**src/rtl/scan_sequencer_if.sv**
```systemverilog
// Handshake/bus bundle between a scan controller and the scan_sequencer.
// The master drives start/stop/mask/dwell; the sequencer (slave) drives sel/en/busy/frame_done.
interface scan_sequencer_if #(
    parameter int DWELL_W = 16
);
    logic               start;
    logic               stop;
    logic [15:0]        mask;
    logic [DWELL_W-1:0] dwell;
    logic [3:0]         sel;
    logic               en;
    logic               busy;
    logic               frame_done;

    modport master (
        output start,
        output stop,
        output mask,
        output dwell,
        input  sel,
        input  en,
        input  busy,
        input  frame_done
    );

    modport slave (
        input  start,
        input  stop,
        input  mask,
        input  dwell,
        output sel,
        output en,
        output busy,
        output frame_done
    );
endinterface

```
**src/rtl/scan_sequencer.sv**
```systemverilog
// Channel scan sequencer driving a 4-to-16 decoder: blank gap, then a dwell-long enable window per unmasked channel.
// Optional macro SCAN_ONESHOT_EN: stop after one frame instead of free-running.
module scan_sequencer #(
    parameter int DWELL_W      = 16,
    parameter int BLANK_CYCLES = 2
) (
    input  logic             clk,
    input  logic             rst,
    scan_sequencer_if.slave  bus
);

    localparam int BLANK_W = (BLANK_CYCLES > 1) ? $clog2(BLANK_CYCLES) : 1;
    localparam logic [BLANK_W-1:0] BLANK_LOAD =
        BLANK_W'((BLANK_CYCLES > 0) ? (BLANK_CYCLES - 1) : 0);

    typedef enum logic [1:0] {
        IDLE,
        BLANK,
        ACTIVE
    } state_t;

    state_t               state_q, state_d;
    logic [3:0]           sel_q, sel_d;
    logic                 en_q, en_d;
    logic                 busy_q, busy_d;
    logic                 frame_done_q, frame_done_d;
    logic [DWELL_W-1:0]   dwell_cnt_q, dwell_cnt_d;
    logic [BLANK_W-1:0]   blank_cnt_q, blank_cnt_d;

    logic                 mask_any;
    logic [3:0]           lowest_idx;
    logic                 next_found;
    logic [3:0]           next_idx;
    logic [DWELL_W-1:0]   dwell_load;
    logic                 enter_window;

    assign mask_any   = |bus.mask;
    // A zero dwell still yields a one-cycle window, so the down-counter loads max(dwell,1)-1.
    assign dwell_load = (bus.dwell == '0) ? '0 : (bus.dwell - DWELL_W'(1));

    // Downward iteration lets the lowest qualifying bit win.
    always_comb begin
        lowest_idx = '0;
        next_found = 1'b0;
        next_idx   = '0;
        for (int i = 15; i >= 0; i--) begin
            if (bus.mask[i]) begin
                lowest_idx = 4'(i);
                if (4'(i) > sel_q) begin
                    next_found = 1'b1;
                    next_idx   = 4'(i);
                end
            end
        end
    end

    always_comb begin
        state_d      = state_q;
        sel_d        = sel_q;
        en_d         = en_q;
        busy_d       = busy_q;
        frame_done_d = 1'b0;
        dwell_cnt_d  = dwell_cnt_q;
        blank_cnt_d  = blank_cnt_q;
        enter_window = 1'b0;

        case (state_q)
            IDLE: begin
                en_d   = 1'b0;
                busy_d = 1'b0;
                if (bus.start && mask_any) begin
                    sel_d        = lowest_idx;
                    busy_d       = 1'b1;
                    enter_window = 1'b1;
                end
            end

            BLANK: begin
                en_d = 1'b0;
                if (blank_cnt_q == '0) begin
                    state_d     = ACTIVE;
                    en_d        = 1'b1;
                    dwell_cnt_d = dwell_load;
                end else begin
                    blank_cnt_d = blank_cnt_q - BLANK_W'(1);
                end
            end

            ACTIVE: begin
                if (dwell_cnt_q == '0) begin
                    en_d = 1'b0;
                    if (!mask_any) begin
                        state_d = IDLE;
                        busy_d  = 1'b0;
                    end else if (next_found) begin
                        sel_d        = next_idx;
                        enter_window = 1'b1;
                    end else begin
                        frame_done_d = 1'b1;
`ifdef SCAN_ONESHOT_EN
                        state_d = IDLE;
                        busy_d  = 1'b0;
`else
                        sel_d        = lowest_idx;
                        enter_window = 1'b1;
`endif
                    end
                end else begin
                    dwell_cnt_d = dwell_cnt_q - DWELL_W'(1);
                end
            end

            default: begin
                state_d = IDLE;
                en_d    = 1'b0;
                busy_d  = 1'b0;
            end
        endcase

        // With no blanking gap the new channel's window opens immediately.
        if (enter_window) begin
            if (BLANK_CYCLES == 0) begin
                state_d     = ACTIVE;
                en_d        = 1'b1;
                dwell_cnt_d = dwell_load;
            end else begin
                state_d     = BLANK;
                en_d        = 1'b0;
                blank_cnt_d = BLANK_LOAD;
            end
        end

        if (bus.stop) begin
            state_d      = IDLE;
            sel_d        = sel_q;
            en_d         = 1'b0;
            busy_d       = 1'b0;
            frame_done_d = 1'b0;
            dwell_cnt_d  = '0;
            blank_cnt_d  = '0;
        end
    end

    always_ff @(posedge clk) begin
        if (rst) begin
            state_q      <= IDLE;
            sel_q        <= '0;
            en_q         <= 1'b0;
            busy_q       <= 1'b0;
            frame_done_q <= 1'b0;
            dwell_cnt_q  <= '0;
            blank_cnt_q  <= '0;
        end else begin
            state_q      <= state_d;
            sel_q        <= sel_d;
            en_q         <= en_d;
            busy_q       <= busy_d;
            frame_done_q <= frame_done_d;
            dwell_cnt_q  <= dwell_cnt_d;
            blank_cnt_q  <= blank_cnt_d;
        end
    end

    assign bus.sel        = sel_q;
    assign bus.en         = en_q;
    assign bus.busy       = busy_q;
    assign bus.frame_done = frame_done_q;

endmodule

```
**src/flat_wrapper.sv**
```systemverilog
// flat-port wrapper written by rule: the top's interface ports become plain ports
module scan_sequencer_flat 
#(
    parameter int DWELL_W      = 16,
    parameter int BLANK_CYCLES = 2
)
  (clk, rst, bus_start, bus_stop, bus_mask, bus_dwell, bus_sel, bus_en, bus_busy, bus_frame_done);
  scan_sequencer_if #(.DWELL_W(DWELL_W)) bus_i ();
  input  logic clk;
  input  logic rst;
  input wire logic [$bits(bus_i.start)-1:0] bus_start;
  input wire logic [$bits(bus_i.stop)-1:0] bus_stop;
  input wire logic [$bits(bus_i.mask)-1:0] bus_mask;
  input wire logic [$bits(bus_i.dwell)-1:0] bus_dwell;
  output wire logic [$bits(bus_i.sel)-1:0] bus_sel;
  output wire logic [$bits(bus_i.en)-1:0] bus_en;
  output wire logic [$bits(bus_i.busy)-1:0] bus_busy;
  output wire logic [$bits(bus_i.frame_done)-1:0] bus_frame_done;
  assign bus_i.start = bus_start;
  assign bus_i.stop = bus_stop;
  assign bus_i.mask = bus_mask;
  assign bus_i.dwell = bus_dwell;
  assign bus_sel = bus_i.sel;
  assign bus_en = bus_i.en;
  assign bus_busy = bus_i.busy;
  assign bus_frame_done = bus_i.frame_done;
  scan_sequencer #(.DWELL_W(DWELL_W), .BLANK_CYCLES(BLANK_CYCLES)) u_core (.clk(clk), .rst(rst), .bus(bus_i));
endmodule
```
**config.mk**
```make
export PLATFORM = sky130hd
export DESIGN_NAME = scan_sequencer_flat
export DESIGN_NICKNAME = d
export VERILOG_FILES = /design/src/rtl/scan_sequencer_if.sv /design/src/rtl/scan_sequencer.sv /design/src/flat_wrapper.sv
export SDC_FILE = /design/constraint.sdc
export NUM_CORES = 1
export LEC_CHECK = 0
export CAP_MARGIN = 20
export CELL_PAD_IN_SITES_DETAIL_PLACEMENT = 0
export CELL_PAD_IN_SITES_GLOBAL_PLACEMENT = 1
export CORE_MARGIN = 3
export CORE_UTILIZATION = 35
export DETAILED_ROUTE_END_ITERATION = 12
export PLACE_DENSITY_LB_ADDON = 0.1
export SYNTH_ARGS = -nofsm -noshare
export SYNTH_HDL_FRONTEND = slang
export SYNTH_SLANG_ARGS = --single-unit
```
**constraint.sdc**
```tcl
create_clock -name clk -period 4.85 [get_ports clk]
set_input_delay 1.2125 -clock clk [delete_from_list [all_inputs] [get_ports clk]]
set_output_delay 1.2125 -clock clk [all_outputs]
set_load 0.05 [all_outputs]
```
==> flow_metrics.tcl, run 1 <==
set metrics [dict create \
    status "complete, no violations" \
    synth_compound_area_share_pct 32.5 \
    r2r-end "u_core.bus.sel[0]$_SDFFE_PP0P_" \
    cts_hold_buf 0 \
    grt_pass1_vias 2331 \
    cts_tree "built" \
    r2r_cells 6 \
    postRouteAntennaNets 0 \
    start_kind "input pin" \
    async_flop_share_pct 0 \
    powerDensity_mw_per_mm2 206 \
    finalWirelength_microns 6730 \
    crit_chain "clkdlybuf4s50_1 -> o21bai_1 -> a21boi_0 -> or4b_1 -> o21ai_1 -> a211oi_1 -> a2111oi_1" \
    drv_slew 0 \
    power.total_uw 609 \
    vias 2601 \
    final_cell_mix "clkdlybuf4s50_1 (42), nor2_1 (35), nand2_1 (30), dfxtp_1 (26), a21oi_1 (24)" \
    cpPeakStageDelay_ns 0.59 \
    period_minus_slack_ns 3.28 \
    netlist_instances 334 \
    grt_pass1_wl_microns 10900 \
    avgViaCountPerCell 5.86 \
    hold_end "u_core.dwell_cnt_q[13]$_SDFFE_PP0P_" \
    final_cells 444 \
    worst-path-max-fanout 7 \
    hold_viol 0 \
    arrival_ns 3.45 \
    hold_ws_ns 0.457 \
    path_class "input pin to flop" \
    cts-buffers-inserted 3 \
    synthAdderAreaFrac_pct 3.53 \
    dr.first_iter.drc_count 87 \
    yosysWarnings 0 \
    drc 0 \
    r2r_start "u_core.bus.sel[1]$_SDFFE_PP0P_" \
    hpwlAfterDp_microns 5110 \
    clock_latency_ns 0.28 \
    row_count 29 \
    cts_resized 0 \
    initial_utilization_pct 37.0 \
    setup_viol 0 \
    multi_input_area_sq_mm 0.00177 \
    min_from "u_core.dwell_cnt_q[13]$_SDFFE_PP0P_" \
    gp_congestion 0.800 \
    ys_types 65 \
    hold_class "flop to flop" \
    clk_transition_reported_paths_ns 0.10 \
    seq_area_sq_um 520 \
    drt-pass1-iter-count 4 \
    cp.required_ns 5.02 \
    syn_nets 376 \
    cts_sinks 26 \
    synth_ff_type "dfxtp_1" \
    synth-edff-count 0 \
    maxCapViolCount 0 \
    relSlewSlack_pct 54.4 \
    fp.dieH_microns 89.0 \
    r2r_slack_ns 2.25 \
    layout.nets 410 \
    endpoint_kind "flop" \
    wl_per_cell_microns 15.2 \
    worstMarginPinSlew_ns 0.679 \
    finalSetupTns_ns 0 \
    post_cts_buffers 0 \
    h-tree-depth 1 \
    synthXorXnorAreaFrac_pct 5.08 \
    synth-simple-area-share_pct 30.6 \
    slowest_stage "or4b_1" \
    skew_ns 0.00220 \
    antenna_cells 0 \
    fillCellCount 704 \
    avgSynthCellArea_sq_um 7.23 \
    cts_root_buf "clkbuf_8" \
    syn2layout_area_growth_pct 22.7 \
    min_delay_path_depth 2 \
    synth_top_family_by_area "compound AO/OA/AOI/OAI gates" \
    drive_gt1_share_pct 5.45 \
    synth.area.mux_share_pct 1.30 \
    synth.cell_area_sq_mm 0.00241 \
    gr-usage-all-layers_pct 17.1 \
    final_common_cell "clkdlybuf4s50_1" \
    clockBufferDepth 2 \
    peakVddDrop_mv 0.133 \
    antenna_found_initial 0 \
    die_x_microns 89.0 \
    finalCritPeriodShare_pct 67.7 \
    place_inst 440 \
    ios 43 \
    core-area_sq_mm 0.00653 \
    numPortBuffers 42 \
    rsz0062_at_grt "false" \
    grt_max_degree 29 \
    leakagePower_uw 0.000997 \
    ys_seq_elements 26 \
    die_area_sq_mm 0.00793 \
    grt_remaining_overflow 0 \
    yosysSeqAreaShare_pct 21.6 \
    timing.fmax_mhz 305 \
]
## synthesized netlist by cell type, types with 2 or more instances
library cell	count	area (sq um)
nor2b_1	6	37.5
o31ai_1	3	22.5
and4_1	3	26.3
o21a_1	2	15.0
a31o_2	2	17.5
xor2_1	8	70.1
dfxtp_1	26	521
inv_1	16	60.1
ha_1	6	75.1
a22oi_1	6	45.0
nand2_1	30	113
nand4b_1	3	26.3
nor4_1	8	50.1
a211oi_1	7	52.6
a311oi_1	2	17.5
o2bb2ai_1	2	17.5
a21o_1	4	30.0
o211ai_1	2	15.0
o21ai_1	2	10.0
buf_2	2	10.0
nand4_1	5	31.3
a21oi_1	24	120
a32o_1	2	20.0
nand3_1	12	60.1
a31oi_1	2	12.5
nor3b_1	3	22.5
buf_4	2	15.0
mux2i_1	2	20.0
o32ai_1	3	26.3
nor2_1	35	131
o22ai_1	5	31.3
a2bb2oi_1	2	17.5
xnor2_1	6	52.6
a21boi_0	2	15.0
nand2b_1	5	31.3
nand3b_1	4	30.0
nor3_1	13	65.1
o221ai_1	4	35.0
clkbuf_1	12	45.0
o21ai_0	23	115
or2_2	2	12.5
or3_1	3	18.8
## cell families after synthesis
kind of cell               after synthesis
xor gates and xnor gates                14
AOI/OAI and AO/OA                      113
and+or+nand+nor                        139
muxes                                    3
buffers and inverters                   32
adders and majority gates                7
DFF                                     26
## worst max-delay path, delay by kind of cell
| kind | cells | cell delay [ns] |
|---|---|---|
| buffers and inverters | 1 | 0.52 |
| and+or+nand+nor | 1 | 0.59 |
| AOI/OAI and AO/OA | 5 | 1.12 |
## worst max path at each step
stage,startpoint,to,slack [ns],cells past startpoint
3_3_place_gp,bus_dwell[5],u_core.dwell_cnt_q[14]$_SDFFE_PP0P_,1.33,7
6_report,bus_mask[3],u_core.bus.sel[0]$_SDFFE_PP0P_,1.57,7
2_1_floorplan,bus_dwell[5],u_core.dwell_cnt_q[11]$_SDFFE_PP0P_,1.88,7
3_5_place_dp,bus_dwell[5],u_core.dwell_cnt_q[14]$_SDFFE_PP0P_,1.26,7
4_1_cts,bus_mask[3],u_core.bus.sel[0]$_SDFFE_PP0P_,1.56,7
5_1_grt,bus_dwell[5],u_core.dwell_cnt_q[14]$_SDFFE_PP0P_,1.29,7
## area by class of cell
cell class,count,share of cell area (%)
Clock buffer,3,1.39
Clock inverter,1,1.01
Inverter,16,2.03
Multi-Input combinational cell,276,59.8
Sequential cell,26,17.6
Tap cell,77,3.25
Timing Repair Buffer,45,15.0
## flip-flops by register name, indices dropped and copies added, names as in the netlist
| register | count |
|---|---|
| u_core.dwell_cnt_q | 16 |
| u_core.bus.sel | 4 |
| u_core.state_q | 2 |
| u_core.blank_cnt_q | 1 |
| u_core.bus.busy | 1 |
| u_core.bus.en | 1 |
| u_core.bus.frame_done | 1 |
## metrics by stage
| stage | area, sq um | setup WS, ns | utilization [%] |
|---|---|---|---|
| 5_1_grt | 2960 | 1.29 | 45.3 |
| 6_report | 2960 | 1.57 | 45.3 |
| 2_1_floorplan | 2410 | 1.88 | - |
| 3_5_place_dp | 2890 | 1.26 | 44.2 |
| 3_3_place_gp | 2890 | 1.33 | 44.2 |
| 4_1_cts | 2960 | 1.56 | 45.3 |
## report_power, final
group / switching (uW) / internal, uW
registers: 14.5 / 220
clock network: 74.2 / 111
logic: 106 / 83.0
## metal layers
| layer | vias up | GRT usage [%] | wire length, microns |
|---|---|---|---|
| li1 | 1327 | - | - |
| met1 | 1206 | 21.7 | 3150 |
| met2 | 59 | 30.4 | 3200 |
| met3 | 9 | 1.84 | 257 |
| met4 | 0 | 5.01 | 123 |
| met5 | - | 0 | 0 |
Note: power is estimated with default switching activity, not from simulation.
==> run 2, diff against run 1 <==
Clock period 4.85 ns to 3.1 ns, I/O delays scaled along.
==> flow_metrics.tcl, run 2 (synthesis results as in run 1) <==
set metrics [dict create \
    period_minus_slack_ns 2.75 \
    comb_power_share_pct 31.8 \
    worst-path-max-fanout 18 \
    cpPeakStageDelay_ns 0.93 \
    dr.first_iter.drc_count 78 \
    final_cells 458 \
    clockBufferDepth 2 \
    cts_sinks 26 \
    drv_slew 0 \
    power_switching_uw 310 \
    layout.nets 424 \
    numPortBuffers 42 \
    finalSetupTns_ns 0 \
    power.total_uw 966 \
    largest_register_ffs 16 \
    peakVddDrop_mv 0.180 \
    slowest_stage "clkdlybuf4s50_1" \
    place_inst 454 \
    vias 2599 \
    postLayoutCoreUtil_pct 46.9 \
    finalInstanceArea_sq_mm 0.00307 \
    grt_max_degree 29 \
    syn2layout_area_growth_pct 27.0 \
    grt_remaining_overflow 0 \
    power_frac_clock_pct 30.2 \
    powerDensity_mw_per_mm2 315 \
    start_kind "flop" \
    ios 43 \
    final_cell_mix "clkdlybuf4s50_1 (42), nor2_1 (35), nand2_1 (30), dfxtp_1 (26), a21oi_1 (24)" \
    row_count 29 \
    hold_class "flop to flop" \
    clk_transition_reported_paths_ns 0.10 \
    fp.dieH_microns 89.0 \
    power.internal_uw 656 \
    worstMarginPinSlew_ns 0.680 \
    timing.fmax_mhz 363 \
    postRouteAntennaNets 0 \
    grt_pass1_wl_microns 11200 \
    path_class "flop to output pin" \
    arrival_ns 1.98 \
    fillCellCount 682 \
    setup_viol 0 \
    avgViaCountPerCell 5.67 \
    gr-usage-all-layers_pct 17.4 \
    antenna_cells 0 \
    finalCritPeriodShare_pct 88.9 \
    grt_pass1_vias 2376 \
    cts_tree "built" \
    antenna_found_initial 0 \
    finalWirelength_microns 6860 \
    skew_ns 0.00624 \
    hpwlAfterDp_microns 5200 \
    drt-pass1-iter-count 4 \
    endpoint_kind "output pin" \
    pwr-share-seq_pct 38.1 \
    rsz0062_at_grt "false" \
    cts_resized 0 \
    leakagePower_uw 0.00107 \
    die_area_sq_mm 0.00793 \
    post_cts_buffers 0 \
    largest-register "u_core.dwell_cnt_q" \
    p_sw_share_pct 32.1 \
    gp_congestion 0.803 \
    wl_per_cell_microns 15.0 \
    hold_viol 0 \
    cts-buffers-inserted 3 \
    relSlewSlack_pct 54.6 \
    maxCapViolCount 0 \
    h-tree-depth 1 \
    initial_utilization_pct 37.0 \
    cp.required_ns 2.32 \
    place_area_sq_mm 0.00299 \
    path_delay_family "buffers and inverters" \
    drc 0 \
    clock_latency_ns 0.28 \
    cts_hold_buf 0 \
    path_buf_inv 1 \
    final_common_cell "clkdlybuf4s50_1" \
    cts_root_buf "clkbuf_8" \
    drive_gt1_share_pct 8.92 \
    core-area_sq_mm 0.00653 \
    crit_chain "clkdlybuf4s50_1" \
    status "complete, no violations" \
    die_x_microns 89.0 \
]
run 2: cell count changes in the layout (fill, tap and decap cells not counted), sizes merged:
cell,delta
buf,+14
run 2: area by class of cell:
type	instances	area, sq um	area share [%]
multi-input cells	276	1770	57.7
repair buffers	59	548	17.9
flip-flops and latches	26	520	17.0
well taps	77	96.3	3.14
inverters	16	60.1	1.96
clock buffers	3	41.3	1.35
clock inverters	1	30.0	0.980
run 2: power by group through the flow:
stage,registers (uW),clock network (uW),logic [uW]
after floorplan,375,0,182
after global placement,375,0,307
after detailed placement,375,0,307
after CTS,367,303,308
after global routing,370,313,340
final,368,291,307
run 2: metrics by stage:
step / hold WS (ns) / setup WS [ns]
floorplan: 0.424 / 0.563
global placement: 0.444 / 0.114
detailed placement: 0.449 / 0.0704
CTS: 0.466 / 0.339
global route: 0.502 / 0.182
finish: 0.470 / 0.345
run 2: per-layer routing:
metal / part of all wire [%] / up-vias / track usage [%]
met5: 0 / - / 0
met4: 1.3 / 0 / 3.92
met3: 3.6 / 6 / 1.57
met2: 47 / 54 / 30.8
met1: 48 / 1179 / 22.8
li1: - / 1360 / -
run 2: final timing paths:
check                                         to                                 from  cells after the start  slack, ns
min reg2reg  u_core.dwell_cnt_q[13]$_SDFFE_PP0P_  u_core.dwell_cnt_q[13]$_SDFFE_PP0P_                      2       0.47
max                                   bus_sel[1]       u_core.bus.sel[1]$_SDFFE_PP0P_                      1       0.35
max reg2reg       u_core.bus.sel[0]$_SDFFE_PP0P_       u_core.bus.sel[1]$_SDFFE_PP0P_                      6       0.50
min          u_core.dwell_cnt_q[13]$_SDFFE_PP0P_  u_core.dwell_cnt_q[13]$_SDFFE_PP0P_                      2       0.47
